===== config.mk =====
export PLATFORM = sky130hd
export DESIGN_NAME = bk_adder_pipe
export DESIGN_NICKNAME = d
export VERILOG_FILES = /design/src/rtl/bk_adder_pipe.sv
export SDC_FILE = /design/constraint.sdc
export NUM_CORES = 1
export LEC_CHECK = 0
export BUFFER_PORTS_ARGS = -buffer_cell sky130_fd_sc_hd__buf_4
export CAP_MARGIN = 5
export CORE_MARGIN = 2
export CORE_UTILIZATION = 59
export DETAILED_ROUTE_END_ITERATION = 7
export PLACE_DENSITY_LB_ADDON = 0.25
export SLEW_MARGIN = 10
export SYNTH_ARGS = -nofsm -noshare
export SYNTH_HDL_FRONTEND = slang
export SYNTH_SLANG_ARGS = --single-unit

===== constraint.sdc =====
create_clock -name clk -period 6.2 [get_ports clk]
set_clock_uncertainty 0.15 [all_clocks]
set_input_delay 0.31 -clock clk [delete_from_list [all_inputs] [get_ports clk]]
set_output_delay 0.31 -clock clk [all_outputs]
set_load 0.02 [all_outputs]

===== src/rtl/bk_adder_pipe.sv =====
// bk_adder_pipe: two-stage pipelined Brent-Kung adder/subtractor with a
// valid/ready handshake on both sides.
// Optional feature: define BK_ADDER_PIPE_FLAGS_EN to add the registered
// {overflow, negative, zero} flags output.
module bk_adder_pipe #(
    parameter int WIDTH = 32
) (
    input  logic             clk,
    input  logic             rst,
    input  logic             in_valid,
    output logic             in_ready,
    input  logic [WIDTH-1:0] a,
    input  logic [WIDTH-1:0] b,
    input  logic             cin,
    input  logic             sub,
    output logic             out_valid,
    input  logic             out_ready,
    output logic [WIDTH-1:0] sum,
    output logic             cout,
    output logic [WIDTH-1:0] c
`ifdef BK_ADDER_PIPE_FLAGS_EN
    ,
    output logic [2:0]       flags
`endif
);

    localparam int LVL = $clog2(WIDTH);

    // Effective operands; carry-in folds into the bit-0 generate so every
    // prefix generate is directly the carry out of that bit.
    logic [WIDTH-1:0] b_eff, g_leaf, p_leaf;
    logic             c0;

    assign b_eff  = sub ? ~b : b;
    assign c0     = sub | cin;
    assign p_leaf = a ^ b_eff;
    assign g_leaf = {a[WIDTH-1:1] & b_eff[WIDTH-1:1], (a[0] & b_eff[0]) | (p_leaf[0] & c0)};

    // Up-sweep: level lv combines nodes whose index+1 is a multiple of 2^(lv+1).
    for (genvar lv = 0; lv < LVL; lv++) begin : g_up
        logic [WIDTH-1:0] g_i, p_i, g_o, p_o;
        if (lv == 0) begin : g_src
            assign g_i = g_leaf;
            assign p_i = p_leaf;
        end else begin : g_src
            assign g_i = g_up[lv-1].g_o;
            assign p_i = g_up[lv-1].p_o;
        end
        for (genvar i = 0; i < WIDTH; i++) begin : g_bit
            if (((i + 1) % (2 ** (lv + 1))) == 0) begin : g_node
                assign g_o[i] = g_i[i] | (p_i[i] & g_i[i-2**lv]);
                assign p_o[i] = p_i[i] & p_i[i-2**lv];
            end else begin : g_pass
                assign g_o[i] = g_i[i];
                assign p_o[i] = p_i[i];
            end
        end
    end

    // Stage S1 registers: bit propagates, carry-in and the up-sweep group terms.
    logic             s1_vld_q, s2_vld_q;
    logic [WIDTH-1:0] p_q, gg_q, gp_q;
    logic             c0_q;
    logic             s1_load, s2_load;

    assign s2_load   = !s2_vld_q || out_ready;
    assign s1_load   = !s1_vld_q || s2_load;
    assign in_ready  = !s1_vld_q || !s2_vld_q || out_ready;
    assign out_valid = s2_vld_q;

    // Stage occupancy; reset empties both stages immediately.
    always_ff @(posedge clk or posedge rst) begin
        if (rst) begin
            s1_vld_q <= 1'b0;
            s2_vld_q <= 1'b0;
        end else begin
            if (s1_load) s1_vld_q <= in_valid;
            if (s2_load) s2_vld_q <= s1_vld_q;
        end
    end

    // S1 datapath capture; contents are only meaningful while s1_vld_q is set.
    always_ff @(posedge clk) begin
        if (s1_load && in_valid) begin
            p_q  <= p_leaf;
            gg_q <= g_up[LVL-1].g_o;
            gp_q <= g_up[LVL-1].p_o;
            c0_q <= c0;
        end
    end

    // Leaf and root group-propagate terms are not consumed by the down-sweep.
    logic unused_gp;
    assign unused_gp = ^gp_q;

    // Down-sweep: fills in the carries at the nodes the up-sweep skipped.
    for (genvar k = 0; k < LVL - 1; k++) begin : g_dn
        localparam int LV = LVL - 2 - k;
        logic [WIDTH-1:0] g_i, g_o;
        if (k == 0) begin : g_src
            assign g_i = gg_q;
        end else begin : g_src
            assign g_i = g_dn[k-1].g_o;
        end
        for (genvar i = 0; i < WIDTH; i++) begin : g_bit
            if ((i >= 3 * 2 ** LV - 1) && (((i + 1 - 3 * 2 ** LV) % (2 ** (LV + 1))) == 0)) begin : g_node
                assign g_o[i] = g_i[i] | (gp_q[i] & g_i[i-2**LV]);
            end else begin : g_pass
                assign g_o[i] = g_i[i];
            end
        end
    end

    logic [WIDTH-1:0] cy, c_d, sum_d;
    logic             cout_d;

    assign cy     = g_dn[LVL-2].g_o;
    assign c_d    = {cy[WIDTH-2:0], c0_q};
    assign sum_d  = p_q ^ c_d;
    assign cout_d = cy[WIDTH-1];

    // Stage S2 result registers; hold while the consumer stalls.
    logic [WIDTH-1:0] sum_q, c_q;
    logic             cout_q;

    always_ff @(posedge clk or posedge rst) begin
        if (rst) begin
            sum_q  <= '0;
            c_q    <= '0;
            cout_q <= 1'b0;
        end else if (s2_load && s1_vld_q) begin
            sum_q  <= sum_d;
            c_q    <= c_d;
            cout_q <= cout_d;
        end
    end

    assign sum  = sum_q;
    assign c    = c_q;
    assign cout = cout_q;

`ifdef BK_ADDER_PIPE_FLAGS_EN
    logic [2:0] flags_d, flags_q;

    assign flags_d = {c_d[WIDTH-1] ^ cout_d, sum_d[WIDTH-1], sum_d == '0};

    // Status flags registered alongside the sum they describe.
    always_ff @(posedge clk or posedge rst) begin
        if (rst) begin
            flags_q <= 3'b000;
        end else if (s2_load && s1_vld_q) begin
            flags_q <= flags_d;
        end
    end

    assign flags = flags_q;
`endif

endmodule


== Word-level counts from Yosys, hierarchy flattened ==
Cells that the tools add are included.
Storage, ports and cells
  bits in registers: 163
  latch bits: 0
  memory bits (writable): 0
  ROM bits: 0
  input port bits: 70
  word-level logic and storage cells: 170
  memories kept: 0
Operators by class
  add/sub/neg operators: 0
  multipliers: 0
  div/mod/pow operators: 0
  order comparisons: 0
  equality and inequality tests: 0
  shift-type cells: 0
  mux-type cells: 1
  bitwise logic cells: 152
  reductions and logical operators: 8
Operators with widths (number)
  1-bit AND: 89
  32-bit XOR: 2
  1-bit OR: 59
  32-bit two-way mux: 1
  32-bit inverter: 1
  31-bit AND: 1
  1-bit logical OR: 4
  1-bit logical AND: 2
  1-bit logical NOT: 2

== Logic depth before layout (Yosys ltp) ==
Gate-level depths: netlist (run 1).
  word-level depth: 15
  mapped depth: 9
  depth with buffers taken out: 7

== Least setup slack after synthesis (run 1) ==
OpenSTA, ideal clock, no wires.
  path type: reg-to-reg
  from: register s2_vld_q, in the netlist out_valid
  to: register c0_q, enable pin
  library setup time: 0.442 ns
  arrival time: 2.558 ns
  required time: 5.608 ns
  slack: 3.050 ns
  cell stages (with the launch flop): 3
  path buffers: 0
  period minus slack after synthesis: 3.150 ns
  cells stage by stage: dfrtp_1 nand3b_1 and2_1
On the way
  cells in the longest elaborated chain, start to end: 4
RTL lines
  from (decl): RTL line 61  | logic s1_vld_q, s2_vld_q;
  from (signal assigned): RTL line 78  | if (s2_load) s2_vld_q <= s1_vld_q;
  1-bit logical NOT: RTL line 66  | assign s2_load = !s2_vld_q || out_ready;
  1-bit logical OR: RTL line 66
  1-bit logical OR: RTL line 67  | assign s1_load = !s1_vld_q || s2_load;
  1-bit logical AND: RTL line 84  | if (s1_load && in_valid) begin
  to (signal assigned): RTL line 88  | c0_q <= c0;
  to (decl): RTL line 63  | logic c0_q;
No other way between the ends.
A chain may end at the register's enable or synchronous reset.

== Worst setup path after layout (run 1) ==
  from: input sub
  to: register gg_q[31], in the netlist g_dn[0].g_i[31], data pin
On the way
  elaborated cells between the ends (all ways): 95
RTL lines
  from (decl): RTL line 15  | input logic sub,
  32-bit two-way mux *: RTL line 34  | assign b_eff = sub ? ~b : b;
  32-bit XOR *: RTL line 36  | assign p_leaf = a ^ b_eff;
  named net g_up[0].p_i[29]: RTL line 41  | logic [WIDTH-1:0] g_i, p_i, g_o, p_o;
  1-bit AND: RTL line 51  | assign g_o[i] = g_i[i] | (p_i[i] & g_i[i-2**lv]);
  1-bit OR: RTL line 51
  1-bit AND: RTL line 51
  1-bit OR (3 in series): RTL line 51
  1-bit OR *: RTL line 51
  named net g_up[4].g_o[31]: RTL line 41
  to (signal assigned): RTL line 86  | gg_q <= g_up[LVL-1].g_o;
  to (decl): RTL line 62  | logic [WIDTH-1:0] p_q, gg_q, gp_q;
Mark *: on every way through the listed nets, which the timed path passes. The rest lies on a longest branch.

==> results of run 1 <==
==> cells in the mapped netlist, types with 4 or more instances <==
library cell  number
nor2_1            19
a21o_1            22
o21ai_0           36
ha_1              47
xor2_1            47
edfxtp_1          76
a21oi_1            5
dfrtp_1           67
mux2_2            33
buf_2              6
and2_1             6
nand2_1           36
clkbuf_1           7
nand2b_1           4
==> power groups by stage <==
stage          registers, mW  clock network, mW  logic, mW
2_1_floorplan           1.41                  0      0.269
6_report                1.27              0.943      0.719
3_5_place_dp            1.29                  0      0.699
5_1_grt                 1.29              0.991      0.782
4_1_cts                 1.27              0.954      0.724
3_3_place_gp            1.28                  0      0.676
==> timing repair <==
action                    CTS  global route
gates resized for setup     0             0
hold endpoints to repair  102             0
hold buffers               29             0
==> layer usage <==
layer	routed length [microns]	GRT usage
met1	5265	0.2983
met3	500	0.04419
met5	0	0
met4	518	0.1374
met2	6833	0.4064
==> worst max-delay path, cell delays in order <==
cell	delay, ns
buf_4	0.43
xor2_1	0.20
ha_1	0.29
a211o_1	0.29
a2111oi_1	0.55
nor2_1	0.15
o31ai_2	0.23
a31oi_1	0.07
==> cell usage in the layout, fill, tap and decap left out, drive strengths merged <==
cell	n
buf	137
inv	2
a211o	2
o21a	2
bufinv	2
nand3b	1
xor2	47
a31oi	1
or2	1
a2111oi	1
edfxtp	76
o22ai	1
nand4	2
clkbuf	25
dlygate4sd3	29
mux2	33
o2111ai	1
nand2	36
dfrtp	67
or4	1
and2	8
o31a	1
ha	47
clkinv	5
o21ai	36
o31ai	1
xnor2	2
a211oi	3
nor2	19
a21oi	5
and4	2
and3	3
or3	1
nand3	1
nand2b	4
o211ai	2
a31o	1
a21o	23
o21bai	1
==> flip-flops by register name (all words and copies together), names as in the netlist <==
| name | flops |
|---|---|
| cout | 1 |
| gp_q | 11 |
| p_q | 32 |
| c | 32 |
| c0_q | 1 |
| s1_vld_q | 1 |
| g_dn.g_i | 32 |
| sum | 32 |
| out_valid | 1 |
==> cell families (layout without fill, tap and decap cells) <==
family,after synthesis,after routing,synth area share
AOI/OAI and AO/OA,81,81,0.08214
muxes,33,33,0.05893
xor gates and xnor gates,49,49,0.06806
buffers and inverters,16,200,0.01072
adders and majority gates,47,47,0.09325
DFF,143,143,0.6278
and+or+nand+nor,79,79,0.05913
==> worst paths after layout <==
kind | from | end | slack [ns] | cells after the start
setup / recovery | sub | g_dn[0].g_i[31] | 3.75 | 8
hold / removal | a[17] | p_q[17] | 0.02 | 2
setup reg to reg | g_dn[0].g_i[15] | sum[31] | 4.06 | 7
hold reg to reg | c[23] | c[23] | 0.32 | 2
max in group asynchronous | rst | sum[25] | 4.89 | 4
min in group asynchronous | rst | c[2] | 0.46 | 4
==> layout make-up <==
cell class | count | area (sq um)
clock inverters | 7 | 88.84
flip-flops and latches | 143 | 3959
multi-input cells | 289 | 2290
repair buffers | 166 | 1319
fillers | 602 | 2082
inverters | 2 | 7.507
well taps | 136 | 170.2
clock buffers | 25 | 454.2
==> metrics by stage <==
step                      utilization  cells  power, mW  instance area [sq um]
final                          0.7992    768      2.934                   8288
after global routing           0.7992    768      3.061                   8288
after CTS                      0.7992    768      2.949                   8288
after detailed placement       0.7189    707      1.985                   7455
after global placement         0.7189    707      1.953                   7455
after floorplan                     -    448      1.676                   6306
==> results.tsv, run 1 <==
metric	value	unit
status	completed	
initial antenna violation count	0	
RSZ-0062 raised after global routing	false	
period utilization	0.3949	
Power Internal	2.099	mW
share of cells above drive strength 1	0.3275	
Post-CTS Setup Inserts	0	
fin crit period	2.448	ns
n_diodes	0	
Initial Utilization	0.6081	
ys async rst share	0.4685	
number of max-cap violations	0	
Pre-Repair DR Iteration Count	5	
WP data arrival	2.56	ns
GRT overflow	0	
final hold slack	0.01575	ns
CP Max Fanout	34	
num rows	37	
nets	736	
worst setup slack after layout	3.752	ns
Sum Neg Setup Slack	0	ns
Mapped Area	6306	sq um
via count	4109	
WL/cell	17.08	microns
top cell type's share of synthesized area	0.3619	
Post-route DRC	0	
area delta synth->final	31.43	%
# setup viols final	0	
worst vdd ir	172.6	uV
die area	11530	sq um
Post-Syn Instances	448	
DP HPWL	8560	microns
Worst Tran Pin Value	0.9877	ns
DR iter-0 viols	260	
critical path class	in2reg	
Fin. Hold Viols	0	
Die Ht	107.4	microns
Seq/Total Area, Yosys	0.6278	
DR vias/cell	5.350	
vias in the first global route	4273	
Clk pwr share	0.322	
Max Buffers Root-to-Sink	2	
power density cells	353.9	nW/um^2
GR Util All Layers	0.2430	
Die W	107.4	microns
Sink Count	143	
cell taking the most area after synthesis	edfxtp_1	
hold crit path type	in2reg	
maximum number of pins on one net before global-route repair	98	
Reg clk slew, reported paths	0.06	ns
IO buf count	136	
CTS Buf Count	17	
worst rel slew slack	0.3416	
switching pwr	0.8346	mW
f_max	408.5	MHz
CP required	6.31	ns
EDFF count, synth	76	
syn_nets	565	
Net Sw Frac	0.2845	
core area	10370	sq um
max-slew violation count	0	
GP Congestion	0.8867	
Yosys warnings	0	
ranking of synthesized cells by area	edfxtp_1, dfrtp_1, ha_1	
CTS root buf	clkbuf_8	
Detail Route Antenna Nets	0	
CTS tree	built	
Comb power frac	0.245	
synthesis-stage register bit count	143	
DP Worst Slack	3.232	ns
Main synth FF type	edfxtp_1	
Cell variety after synth	42	
syn_area_per_cell	14.08	sq um
Critical Path Start Type	input port	
Total Routed Length	13120	microns
Worst-Skew Late Latency	0.52	ns
I/O pin cnt	137	
sequential share of power	0.433	
Static Leak	3.753	nW
htree depth	4	
Setup crit end kind	flip-flop	
first-pass GRT wire length	21150	microns
(Power assumes the default switching activity.)
==> inputs of run 2 (changes only) <==
- ABC_AREA: default -> 1
- CORE_UTILIZATION: 59 -> 49
- clock period: 6.2 -> 2.1 ns (I/O delays scaled with it)
==> run 2 against run 1 <==
  * Combinational power increased to 2.7 times the previous value
  * Critical path depth up 3
  * Flip-flop and latch count unchanged
  * Critical endpoint unchanged
  * Highest routed layer unchanged
==> results.tsv, run 2 <==
metric	value	unit
status	completed	
Worst Hold Endpoint	p_q[28]	
Cell variety after synth	23	
CTS Buf Count	17	
r2r setup slk	0.17	ns
f_max	510.4	MHz
Fin. Hold Viols	0	
hold_sp	b[28]	
die area	13760	sq um
Crit path largest cell delay	0.54	ns
vias in the first global route	4517	
ys async rst share	0.4685	
Max Buffers Root-to-Sink	2	
CP cell instances	dlygate4sd3_1 > buf_4 > ha_1 > a21oi_1 > nor2_1 > a211oi_1 > nand2_2 > nand2_2 > nand2_2 > nand2_1 > nand2_1	
I/O pin cnt	137	
Detail Route Antenna Nets	0	
Reg clk slew, reported paths	0.06	ns
Die W	117.3	microns
GRT overflow	0	
Post-Syn Instances	541	
# fillers	943	
RR Endpoint	sum[31]	
CTS tree	built	
Sink Count	143	
Static Leak	4.107	nW
switching pwr	2.436	mW
WL/cell	14.35	microns
Seq/Total Area, Yosys	0.6293	
count leader, synth	nand2_1	
num rows	41	
max-slew violation count	0	
Critical Path Start Type	input port	
DP Worst Slack	-0.02473	ns
ranking of synthesized cells by area	edfxtp_1, dfrtp_1, ha_1	
worst rel slew slack	0.5612	
most common cell after layout, fill and taps aside	nand2_1	
initial antenna violation count	0	
Main synth FF type	edfxtp_1	
power density cells	999.6	nW/um^2
fin crit period	1.959	ns
Post-route DRC	0	
Critical Path Slowest Stage Cell	dlygate4sd3_1	
# setup viols final	0	
CTS root buf	clkbuf_16	
WP data arrival	1.97	ns
cell taking the most area after synthesis	edfxtp_1	
n_diodes	0	
commonest non-fill, non-tap cells in the layout	nand2_1, buf_4, edfxtp_1	
GP Congestion	0.8007	
core area	12570	sq um
maximum number of pins on one net before global-route repair	77	
Clk pwr share	0.341	
via count	4374	
reg2reg path depth	9	
Sum Neg Setup Slack	0	ns
htree depth	4	
Worst-Skew Late Latency	0.41	ns
Yosys warnings	0	
Reg-to-Reg Start	g_dn[0].g_i[15]	
IO buf count	136	
area delta synth->final	35.92	%
period utilization	0.9330	
Total Routed Length	13080	microns
first-pass GRT wire length	21730	microns
share of cells above drive strength 1	0.2639	
synthesis-stage register bit count	143	
worst vdd ir	642.0	uV
CP required	2.11	ns
top cells by instance count after synthesis	nand2_1, edfxtp_1, dfrtp_1	
hold depth	3	
EDFF count, synth	76	
nets	843	
CP Max Fanout	3	
Setup crit end kind	flip-flop	
DR iter-0 viols	182	
critical path class	in2reg	
hold crit path type	in2reg	
GR Util All Layers	0.1998	
DP HPWL	9263	microns
Comb power frac	0.229	
Power Internal	6.111	mW
sequential share of power	0.431	
syn_area_per_cell	11.63	sq um
Net Sw Frac	0.2850	
DR vias/cell	4.801	
Initial Utilization	0.5005	
most frequent cell on the critical path	nand2_2	
top cell type's share of synthesized area	0.3628	
RSZ-0062 raised after global routing	false	
syn_nets	658	
number of max-cap violations	0	
worst setup slack after layout	0.1408	ns
Pre-Repair DR Iteration Count	4	
Mapped Area	6291	sq um
Die Ht	117.3	microns
Worst Tran Pin Value	0.6583	ns
run 2: cell families (layout without fill, tap and decap cells):
logic type	Yosys count	in the layout	share of synthesized area
AOI/OAI and AO/OA	64	64	0.05748
xor gates and xnor gates	49	49	0.06822
adders and majority gates	47	47	0.09348
buffers and inverters	43	241	0.02864
DFF	143	143	0.6293
and+or+nand+nor	195	195	0.1229
run 2: power groups by stage:
stage / clock network (mW) / registers, mW / logic, mW
after floorplan: 0 / 4.05 / 0.729
after global placement: 0 / 3.71 / 1.88
after detailed placement: 0 / 3.73 / 1.91
after CTS: 2.96 / 3.68 / 1.98
after global routing: 3.09 / 3.73 / 2.15
final: 2.91 / 3.68 / 1.95
run 2: repair_timing:
item                                    CTS  global route
hold buffers                             37             0
setup buffers                             0             0
endpoints found under the setup margin    0             2
resized for setup                         0             3
endpoints found under the hold margin    90             0
run 2: cell type report:
cell class | count | area, sq um | share of cell area
inverters | 25 | 93.84 | 0.01097
flip-flops and latches | 143 | 3960 | 0.4631
multi-input cells | 355 | 2182 | 0.2552
repair buffers | 184 | 1524 | 0.1782
clock inverters | 10 | 111.4 | 0.01302
well taps | 172 | 215.2 | 0.02517
clock buffers | 22 | 464.2 | 0.05429
run 2: critical path, delay by kind of cell:
family                     cells  cell delay (ns)
AOI/OAI and AO/OA              2             0.45
adders and majority gates      1             0.32
buffers and inverters          2             0.67
and+or+nand+nor                6             0.41
run 2: how the worst max path moves through the flow:
stage | from | end | slack, ns
global placement | sub | g_dn[0].g_i[31] | 0.05
finish | a[5] | g_dn[0].g_i[31] | 0.14
floorplan | out_valid | c0_q | -0.18
detailed placement | sub | g_dn[0].g_i[31] | -0.02
global route | g_dn[0].g_i[15] | sum[31] | 0.02
CTS | g_dn[0].g_i[15] | sum[31] | 0.03
run 2: routing by layer:
metal	up-vias	wire [microns]	share of wire	track usage
met5	-	0	0	0
met4	0	163	0.012	0.06928
met3	15	618	0.047	0.04961
met2	118	6703	0.51	0.3421
met1	2056	5591	0.43	0.2479
li1	2185	-	-	-
run 2: metrics by stage:
step | std cells | hold slack [ns] | cell area, sq um | power, mW | util
after global placement | 842 | 0.07110 | 7595 | 5.586 | 0.6043
after floorplan | 541 | 0.09770 | 6305 | 4.775 | -
after CTS | 911 | 0.006612 | 8541 | 8.616 | 0.6795
after detailed placement | 842 | 0.09305 | 7595 | 5.635 | 0.6043
after global routing | 911 | 0.02725 | 8551 | 8.968 | 0.6803
final | 911 | 0.02021 | 8551 | 8.548 | 0.6803
==> inputs of run 3 (changes only) <==
- CORE_UTILIZATION: 49 -> 54
- clock period: 2.1 -> 2.2 ns (I/O delays scaled with it)
==> run 3 against run 2 <==
  * Core utilization grew 7.5 points
  * Global-route usage grew 3.2 points
  * Sequential share of layout area shrank 0.23 points
  * Die area shrank 9.0%
  * Final area grew 0.50%
  * Count of clock-buffer cells in the layout is the same
  * Via count grew 3.1%
  * Combinational power shrank 3%
  * Critical path depth shrank 2
  * Flip-flop and latch count is the same
  * Largest power group unchanged
==> results.tsv, run 3 (synthesized netlist as in run 2, its figures left out) <==
metric	value	unit
CTS Buf Count	17	
worst rel slew slack	0.7212	
Die Ht	111.9	microns
status	completed	
commonest non-fill, non-tap cells in the layout	nand2_1, buf_4, edfxtp_1	
# setup viols final	0	
vias in the first global route	4731	
period utilization	0.9128	
power density cells	996.5	nW/um^2
Static Leak	4.136	nW
number of max-cap violations	0	
I/O pin cnt	137	
share of cells above drive strength 1	0.2625	
nets	843	
area delta synth->final	36.60	%
Pre-Repair DR Iteration Count	5	
max-slew violation count	0	
GR Util All Layers	0.2320	
Setup crit end kind	flip-flop	
dpl cell area	7559	sq um
num rows	39	
final hold slack	0.03611	ns
CP Max Fanout	3	
Post-CTS Setup Inserts	0	
GP Congestion	0.7875	
n_diodes	0	
initial antenna violation count	0	
Fin. Hold Viols	0	
maximum number of pins on one net before global-route repair	77	
Reg-to-Reg Start	g_dn[0].g_i[15]	
Worst-Skew Late Latency	0.40	ns
reg2reg path depth	9	
RSZ-0062 raised after global routing	false	
# fillers	754	
f_max	497.9	MHz
die area	12530	sq um
r2r setup slk	0.19	ns
DP HPWL	9433	microns
GRT overflow	0	
IO buf count	136	
hold crit path type	in2reg	
first-pass GRT wire length	22710	microns
CTS tree	built	
Critical Path Start Type	flip-flop	
DR vias/cell	5.112	
Detail Route Antenna Nets	0	
Pwr Total	8.563	mW
Post-route DRC	0	
Max Buffers Root-to-Sink	2	
most common cell after layout, fill and taps aside	nand2_1	
Worst Tran Pin Value	0.4175	ns
RR Endpoint	sum[31]	
Worst setup endpoint	sum[31]	
CTS root buf	clkbuf_16	
WL/cell	15.62	microns
Initial Utilization	0.5533	
htree depth	4	
fin crit period	2.008	ns
CP required	2.32	ns
WP data arrival	2.13	ns
Reg clk slew, reported paths	0.06	ns
core area	11370	sq um
worst vdd ir	516.8	uV
Die W	111.9	microns
Total Routed Length	13770	microns
critical path class	reg2reg	
Worst Setup SP	g_dn[0].g_i[15]	
Final Cell Area	8593	sq um
DR iter-0 viols	226	
via count	4509	
Sink Count	143	
[run 3: cell type report]
class | instances | area, sq um | share of cell area
timing repair buffer | 184 | 1524 | 0.1773
clock inverter | 10 | 182.7 | 0.02126
clock buffer | 22 | 474.2 | 0.05518
inverter | 25 | 93.84 | 0.01092
tap | 143 | 178.9 | 0.02082
sequential | 143 | 3960 | 0.4608
multi-input combinational | 355 | 2180 | 0.2536
[run 3: per-stage QoR]
step	TNS [ns]	setup WS (ns)	util	cells
final	0	0.1917	0.7558	882
after detailed placement	0	0.06288	0.6648	813
after CTS	0	0.06512	0.7551	882
after floorplan	-5.940	-0.07815	-	541
after global routing	0	0.04211	0.7558	882
after global placement	0	0.1161	0.6648	813
[run 3: worst max-delay path, cell delays in order (launching register included)]
cell and delay [ns]:
edfxtp_1 0.42, a21oi_2 0.18, inv_1 0.11, a21oi_2 0.17
inv_1 0.09, a21o_1 0.17, ha_1 0.17, nor2_1 0.16
xor2_1 0.15, o21ai_0 0.09
[run 3: repair_timing]
action,in CTS,in global routing
gates resized for setup,0,2
hold buffers,37,0
hold endpoints to repair,105,0
endpoints found under the setup margin,0,1
[run 3: worst min path at each step]
stage	slack (ns)	cells past startpoint	to	start
3_5_place_dp	-0.02	2	sum[26]	rst
6_report	0.04	3	p_q[1]	b[1]
4_1_cts	0.03	3	p_q[1]	b[1]
2_1_floorplan	0.10	2	s1_vld_q	in_valid
5_1_grt	0.04	3	g_dn[0].g_i[2]	b[2]
3_3_place_gp	-0.02	2	c[28]	rst
[run 3: metal layers]
layer,GRT usage,part of all wire
met1,0.2879,0.42
met2,0.4129,0.52
met3,0.04899,0.047
met4,0.06585,0.010
met5,0,0
[run 3: report_power, final]
group	internal, mW	switching, mW	total, mW
Sequential	3.30	0.217	3.52
Clock	2.10	1.06	3.16
Combinational	0.808	1.08	1.89
